[src/rtl/dtack_pkg.sv]
// Shared encodings for the 68k dtack/wait-state controller: channel modes,
// FSM states and the "no channel selected" index.
package dtack_pkg;

    typedef enum logic [1:0] {
        MODE_IMM = 2'd0,
        MODE_FIX = 2'd1,
        MODE_EXT = 2'd2,
        MODE_RSV = 2'd3
    } ch_mode_e;

    typedef enum logic [1:0] {
        ST_IDLE = 2'd0,
        ST_WAIT = 2'd1,
        ST_ACK  = 2'd2,
        ST_ERR  = 2'd3
    } state_e;

    localparam int         CH_IDX_W    = 4;
    localparam logic [3:0] NO_CH       = 4'd15;
    localparam logic [7:0] ERR_CNT_MAX = 8'hFF;

    // Collapse the raw mode field into the behaviour actually used: the
    // reserved code and a zero-length fixed wait both act as immediate.
    function automatic ch_mode_e effective_mode(input logic [1:0] raw, input logic wait_zero);
        ch_mode_e m;
        case (raw)
            2'd1:    m = wait_zero ? MODE_IMM : MODE_FIX;
            2'd2:    m = MODE_EXT;
            default: m = MODE_IMM;
        endcase
        return m;
    endfunction

endpackage

[src/rtl/bus_timeout_counter.sv]
// Bus-cycle timeout counter: cleared at cycle start, advanced once per wait
// cycle, flags the cycle on which the count reaches TIMEOUT_CYC.
module bus_timeout_counter #(
    parameter int TIMEOUT_CYC = 255,
    parameter int CNT_W       = 16
) (
    input  logic             clk,
    input  logic             rst_n,
    input  logic             clr_i,
    input  logic             en_i,
    output logic [CNT_W-1:0] count_o,
    output logic             tc_o
);

    localparam logic [CNT_W-1:0] TC_VAL = CNT_W'((TIMEOUT_CYC > 0) ? (TIMEOUT_CYC - 1) : 0);

    logic [CNT_W-1:0] count_q;
    logic [CNT_W-1:0] count_d;

    always_comb begin
        count_d = count_q;
        if (clr_i) begin
            count_d = '0;
        end else if (en_i && (count_q != {CNT_W{1'b1}})) begin
            count_d = count_q + CNT_W'(1);
        end
    end

    always_ff @(posedge clk or negedge rst_n) begin
        if (!rst_n) begin
            count_q <= '0;
        end else begin
            count_q <= count_d;
        end
    end

    // Terminal when this wait cycle is the TIMEOUT_CYC-th one; 0 disables.
    assign tc_o    = (TIMEOUT_CYC != 0) && (count_q == TC_VAL);
    assign count_o = count_q;

endmodule

[src/rtl/dtack_wait_controller.sv]
// 68k DTACK/BERR generator: per-channel immediate, fixed-wait or external
// acknowledge, with a bus-error timeout and timeout statistics.
module dtack_wait_controller
    import dtack_pkg::*;
#(
    parameter int                       NUM_CH      = 4,
    parameter int                       WAIT_W      = 4,
    parameter logic [2*NUM_CH-1:0]      CH_MODE     = '0,
    parameter logic [WAIT_W*NUM_CH-1:0] CH_WAIT     = '0,
    parameter int                       TIMEOUT_CYC = 255
) (
    input  logic              Clk,
    input  logic              Reset_L,
    input  logic              AS_L,
    input  logic [NUM_CH-1:0] Select_H,
    input  logic [NUM_CH-1:0] ExtDtack_L,
    output logic              DtackOut_L,
    output logic              BerrOut_L,
    output logic [7:0]        TimeoutCount,
    output logic [3:0]        LastErrCh
);

    localparam int CNT_W = 16;

    logic [1:0]        ch_mode_raw [NUM_CH];
    logic [WAIT_W-1:0] ch_wait     [NUM_CH];

    generate
        for (genvar gi = 0; gi < NUM_CH; gi++) begin : g_ch
            assign ch_mode_raw[gi] = CH_MODE[2*gi +: 2];
            assign ch_wait[gi]     = CH_WAIT[WAIT_W*gi +: WAIT_W];
        end
    endgenerate

    state_e            state_q, state_d;
    logic [3:0]        ch_q, ch_d;
    ch_mode_e          mode_q, mode_d;
    logic [WAIT_W-1:0] wait_q, wait_d;
    logic              dtack_q, dtack_d;
    logic              berr_q, berr_d;
    logic [7:0]        tcount_q, tcount_d;
    logic [3:0]        lasterr_q, lasterr_d;

    logic [3:0]        sel_idx;
    ch_mode_e          sel_mode;
    logic [WAIT_W-1:0] sel_wait;
    logic              ext_l;
    logic              start;
    logic              cnt_clr;
    logic              cnt_en;
    logic              cnt_tc;
    logic [CNT_W-1:0]  cnt;
    logic              wait_done;
    logic              err_enter;

    // Lowest index wins: scan downward so the last hit is the lowest channel.
    always_comb begin
        sel_idx  = NO_CH;
        sel_mode = MODE_IMM;
        sel_wait = '0;
        for (int i = NUM_CH - 1; i >= 0; i--) begin
            if (Select_H[i]) begin
                sel_idx  = CH_IDX_W'(i);
                sel_mode = effective_mode(ch_mode_raw[i], ch_wait[i] == '0);
                sel_wait = ch_wait[i];
            end
        end
    end

    // Only the latched channel's device dtack is observed.
    always_comb begin
        ext_l = 1'b1;
        for (int i = 0; i < NUM_CH; i++) begin
            if (ch_q == CH_IDX_W'(i)) begin
                ext_l = ExtDtack_L[i];
            end
        end
    end

    always_comb begin
        wait_done = 1'b0;
        case (mode_q)
            MODE_FIX: wait_done = ((cnt + CNT_W'(1)) == CNT_W'(wait_q));
            MODE_EXT: wait_done = !ext_l;
            default:  wait_done = 1'b0;
        endcase
    end

    always_comb begin
        state_d = state_q;
        start   = 1'b0;
        cnt_clr = 1'b0;
        cnt_en  = 1'b0;
        case (state_q)
            ST_IDLE: begin
                if (!AS_L) begin
                    start   = 1'b1;
                    cnt_clr = 1'b1;
                    state_d = (sel_mode == MODE_IMM) ? ST_ACK : ST_WAIT;
                end
            end
            ST_WAIT: begin
                if (AS_L) begin
                    state_d = ST_IDLE;
                end else begin
                    cnt_en = 1'b1;
                    // Completion beats timeout when both land on the same edge.
                    if (wait_done) begin
                        state_d = ST_ACK;
                    end else if (cnt_tc) begin
                        state_d = ST_ERR;
                    end
                end
            end
            ST_ACK, ST_ERR: begin
                if (AS_L) begin
                    state_d = ST_IDLE;
                end
            end
            default: state_d = ST_IDLE;
        endcase
    end

    assign err_enter = (state_q == ST_WAIT) && (state_d == ST_ERR);

    always_comb begin
        ch_d      = ch_q;
        mode_d    = mode_q;
        wait_d    = wait_q;
        tcount_d  = tcount_q;
        lasterr_d = lasterr_q;
        if (start) begin
            ch_d   = sel_idx;
            mode_d = sel_mode;
            wait_d = sel_wait;
        end
        if (err_enter) begin
            lasterr_d = ch_q;
            if (tcount_q != ERR_CNT_MAX) begin
                tcount_d = tcount_q + 8'd1;
            end
        end
        // Outputs are decoded from the next state so they are true flops.
        dtack_d = (state_d != ST_ACK);
        berr_d  = (state_d != ST_ERR);
    end

    always_ff @(posedge Clk or negedge Reset_L) begin
        if (!Reset_L) begin
            state_q   <= ST_IDLE;
            ch_q      <= NO_CH;
            mode_q    <= MODE_IMM;
            wait_q    <= '0;
            dtack_q   <= 1'b1;
            berr_q    <= 1'b1;
            tcount_q  <= '0;
            lasterr_q <= NO_CH;
        end else begin
            state_q   <= state_d;
            ch_q      <= ch_d;
            mode_q    <= mode_d;
            wait_q    <= wait_d;
            dtack_q   <= dtack_d;
            berr_q    <= berr_d;
            tcount_q  <= tcount_d;
            lasterr_q <= lasterr_d;
        end
    end

    bus_timeout_counter #(
        .TIMEOUT_CYC (TIMEOUT_CYC),
        .CNT_W       (CNT_W)
    ) u_timeout (
        .clk     (Clk),
        .rst_n   (Reset_L),
        .clr_i   (cnt_clr),
        .en_i    (cnt_en),
        .count_o (cnt),
        .tc_o    (cnt_tc)
    );

    assign DtackOut_L   = dtack_q;
    assign BerrOut_L    = berr_q;
    assign TimeoutCount = tcount_q;
    assign LastErrCh    = lasterr_q;

endmodule

[config.mk]
export PLATFORM = sky130hd
export DESIGN_NAME = dtack_wait_controller
export DESIGN_NICKNAME = d
export VERILOG_FILES = /design/src/rtl/dtack_pkg.sv /design/src/rtl/bus_timeout_counter.sv /design/src/rtl/dtack_wait_controller.sv
export SDC_FILE = /design/constraint.sdc
export NUM_CORES = 1
export LEC_CHECK = 0
export CORE_ASPECT_RATIO = 1.25
export CORE_MARGIN = 2
export CORE_UTILIZATION = 45
export CTS_CLUSTER_SIZE = 28
export DETAILED_ROUTE_END_ITERATION = 12
export PLACE_DENSITY = 0.69
export RECOVER_POWER = 100
export SETUP_SLACK_MARGIN = 0.1
export SLEW_MARGIN = 15
export SYNTH_ARGS = -nofsm -noshare
export SYNTH_HDL_FRONTEND = slang
export SYNTH_HIERARCHICAL = 1
export SYNTH_SLANG_ARGS = --single-unit
[constraint.sdc]
create_clock -name Clk -period 5.7 [get_ports Clk]
set_input_delay 0.855 -clock Clk [delete_from_list [all_inputs] [get_ports Clk]]
set_output_delay 0.855 -clock Clk [all_outputs]
set_load 0.03 [all_outputs]
==> flow_summary.ini <==
[floorplan]
die_area_um2 = 4570
die_h_um = 75.1
io-pin-count = 25
die_x_um = 60.9
core-area_um2 = 3820
initial_core_util_pct = 47.7
row_count = 25

[sta]
setup_slack_ns = 2.58
worst_clock_skew_ns = 0.00785
rsz0062_at_grt = false
hold_ws_ns = 0.494
fin_crit_ns = 3.12
maxSlewHeadroom_pct = -19.7
final_hold_viol_count = 0
tightest_slew_ns = 1.80
slew_violations = 35
setup_viol = 0
fmax_ghz = 0.321
fin_tns_setup_ns = 0
period_share_pct = 54.7

[critical_path]
cp_max_fo = 11
slowest_stage = dlygate4sd3_1
end_kind = flop
critPathArrivalTime_ns = 3.31
max_stage_delay_ns = 0.61
path_delay_family = simple AND/OR/NAND/NOR gates
path_class = in2reg
critPathBufInv = 2
crit_chain = dlygate4sd3_1, nor3b_1, clkbuf_1, and4_1, o31ai_1, or4_1, a21oi_1
start_kind = primary input
cp.required_ns = 5.89

[grt]
use_met1_pct = 20.3
gr-usage-met3_pct = 5.33
grt_max_degree = 35
track_usage_pct = 18.9
top_usage_layer = met2
grt_pass1_vias = 1407
grt_use_met2_pct = 34.3
grt_overflow_total = 0
antenna_found_initial = 0
grt_pass1_wl_um = 6350

[clocking]
cts-root-buf = clkbuf_8
clk_pin_slew_ns = 0.07
clock_sinks = 34
clockBufferDepth = 2
cts_hold_buf = 0
clock_latency_ns = 0.29
h-tree-depth = 2
numCtsBuffers = 5
cts_tree = built
post_cts_buffers = 0
cts_resized = 0

[layout]
fin_nets = 208
area_growth_pct = 16.3
drive_gt1_share_pct = 17.9
fillers = 354
finalNonFillerCells = 249
n_antenna_cell = 0

[routing]
antenna_left = 0
dr.pass1.iters = 4
avgViaCountPerCell = 5.90
wire_per_inst_um = 15.0
first_iter_violations = 123
drc = 0
vias = 1469
wirelength_um = 3750

[worst_hold_path]
hold_class = reg2reg

[yosys]
synth-edff-count = 0
synthCells = 172
synthXorXnorAreaFrac_pct = 1.93
yosysUniqueCellTypes = 48
ys_seq_area_share_pct = 47.3
synthMuxAreaShare_pct = 6.74
ys.flop_type = dfrtp_1
yosys.area.top_type = dfrtp_1
synthAdderAreaFrac_pct = 2.06
synth_area_um2 = 1820
syn_area_per_cell_um2 = 10.6
yosysTopAreaCellShare_pct = 35.8
synth_fp_nets = 186
synthArstFlopShare_pct = 100
yosys-top-cells-area = dfrtp_1, dfstp_2, mux2_2
ys_seq_elements = 34
yosys_warnings = 6
synth_top_family_by_area = simple AND/OR/NAND/NOR gates
synth-simple-area-share_pct = 26.4
synth_compound_area_share_pct = 12.0

[run_status]
failed_checks = capacitance limit, slew limit
status = finished with violations

[pwr]
power_density_nw_per_um2 = 213
report.power.total_mw = 0.450
peakVddDrop_mv = 0.113
p_leak_nw = 0.891

[flow_run]
drv_cap = 1

[placement]
port_buffers = 20
gp_congestion = 0.778
pre_cts_ws_ns = 2.68
dp.cells = 241
place_hpwl_um = 2650
per-stage QoR:
step / instance area, um^2 / utilization, %
global route: 2120 / 55.4
floorplan: 1820 / -
global placement: 2060 / 54.0
finish: 2120 / 55.4
CTS: 2150 / 56.4
detailed placement: 2060 / 54.0
final cells by class:
| type | instances | area, um^2 | area share [%] |
|---|---|---|---|
| Clock inverter | 1 | 5.00 | 0.237 |
| Multi-Input combinational cell | 127 | 873 | 41.3 |
| Tap cell | 54 | 67.6 | 3.19 |
| Clock buffer | 7 | 86.3 | 4.08 |
| Sequential cell | 34 | 861 | 40.7 |
| Timing Repair Buffer | 23 | 211 | 9.99 |
| Inverter | 3 | 11.3 | 0.532 |
sequential cells by signal, indices dropped and copies added, names as in the netlist:
register and flops:
BerrOut_L 1, DtackOut_L 1, LastErrCh 3, TimeoutCount 8, ch_q 3, state_q 2
u_timeout/count_o 16
per-layer routing:
metal  routed length [um]  vias up
met2                 1990       36
met3                  123        6
met4                   41        0
met5                    0        -
li1                     -      702
met1                 1590      725
path summary, 6_finish.rpt:
path | cells after the start | end | slack (ns) | startpoint
worst max-delay path | 7 | u_timeout/count_o[12] | 2.58 | AS_L
min in group asynchronous | 2 | TimeoutCount[6] | 1.59 | Reset_L
worst max register to register | 8 | TimeoutCount[6] | 2.94 | u_timeout/count_o[0]
max in group asynchronous | 2 | TimeoutCount[4] | 3.08 | Reset_L
worst min register to register | 1 | BerrOut_L | 0.49 | state_q[0]
worst min-delay path | 1 | BerrOut_L | 0.49 | state_q[0]
synth_stat cells (5+ instances only):
master,number
and4_1,6
nor2_1,6
a21oi_1,15
o21ai_0,5
nand4_1,5
or3_1,5
nor3_1,7
dfstp_2,8
nand3_1,11
nand2_1,8
or4_1,5
mux2_2,10
dfrtp_1,26
o31ai_1,6
cell families after synthesis:
group,Yosys count
AND/OR/NAND/NOR,74
AO/OA/AOI/OAI,35
flip-flops,34
XOR/XNOR,4
buffers and inverters,11
multiplexers,11
adder cells (fa/ha/maj),3
worst reg2reg max path: stages, from the launching register on:
cell	delay (ns)
dfrtp_1	0.41
inv_1	0.11
ha_1	0.16
nor4b_1	0.23
nand4_1	0.15
nor3_1	0.41
nand4bb_1	0.48
nor3_1	0.35
mux2_2	0.36
cells in the final DEF, fill, tap and decap left out, types with 2 or more instances in the layout:
cell	Yosys	final
a211oi_1	2	2
a21oi_1	15	15
and3_1	3	3
and4_1	6	6
clkbuf_1	1	4
clkbuf_8	0	6
clkdlybuf4s50_1	0	4
dfrtp_1	26	26
dfstp_2	8	8
dlygate4sd3_1	0	16
ha_1	3	3
inv_1	3	3
mux2_2	10	10
nand2_1	8	8
nand3_1	11	11
nand4_1	5	5
nor2_1	6	6
nor2b_1	2	2
nor3_1	7	7
nor3b_1	2	2
nor4_1	2	2
nor4b_1	1	2
o21ai_0	5	5
o31ai_1	6	6
or3_1	5	5
or3_2	2	2
or4_1	5	5
xor2_1	3	3
where the power goes:
part	internal [mW]	switching, mW
registers	0.246	0.00138
logic	0.00742	0.0106
clock network	0.0974	0.0864
Note: power is estimated with default switching activity, not from simulation.
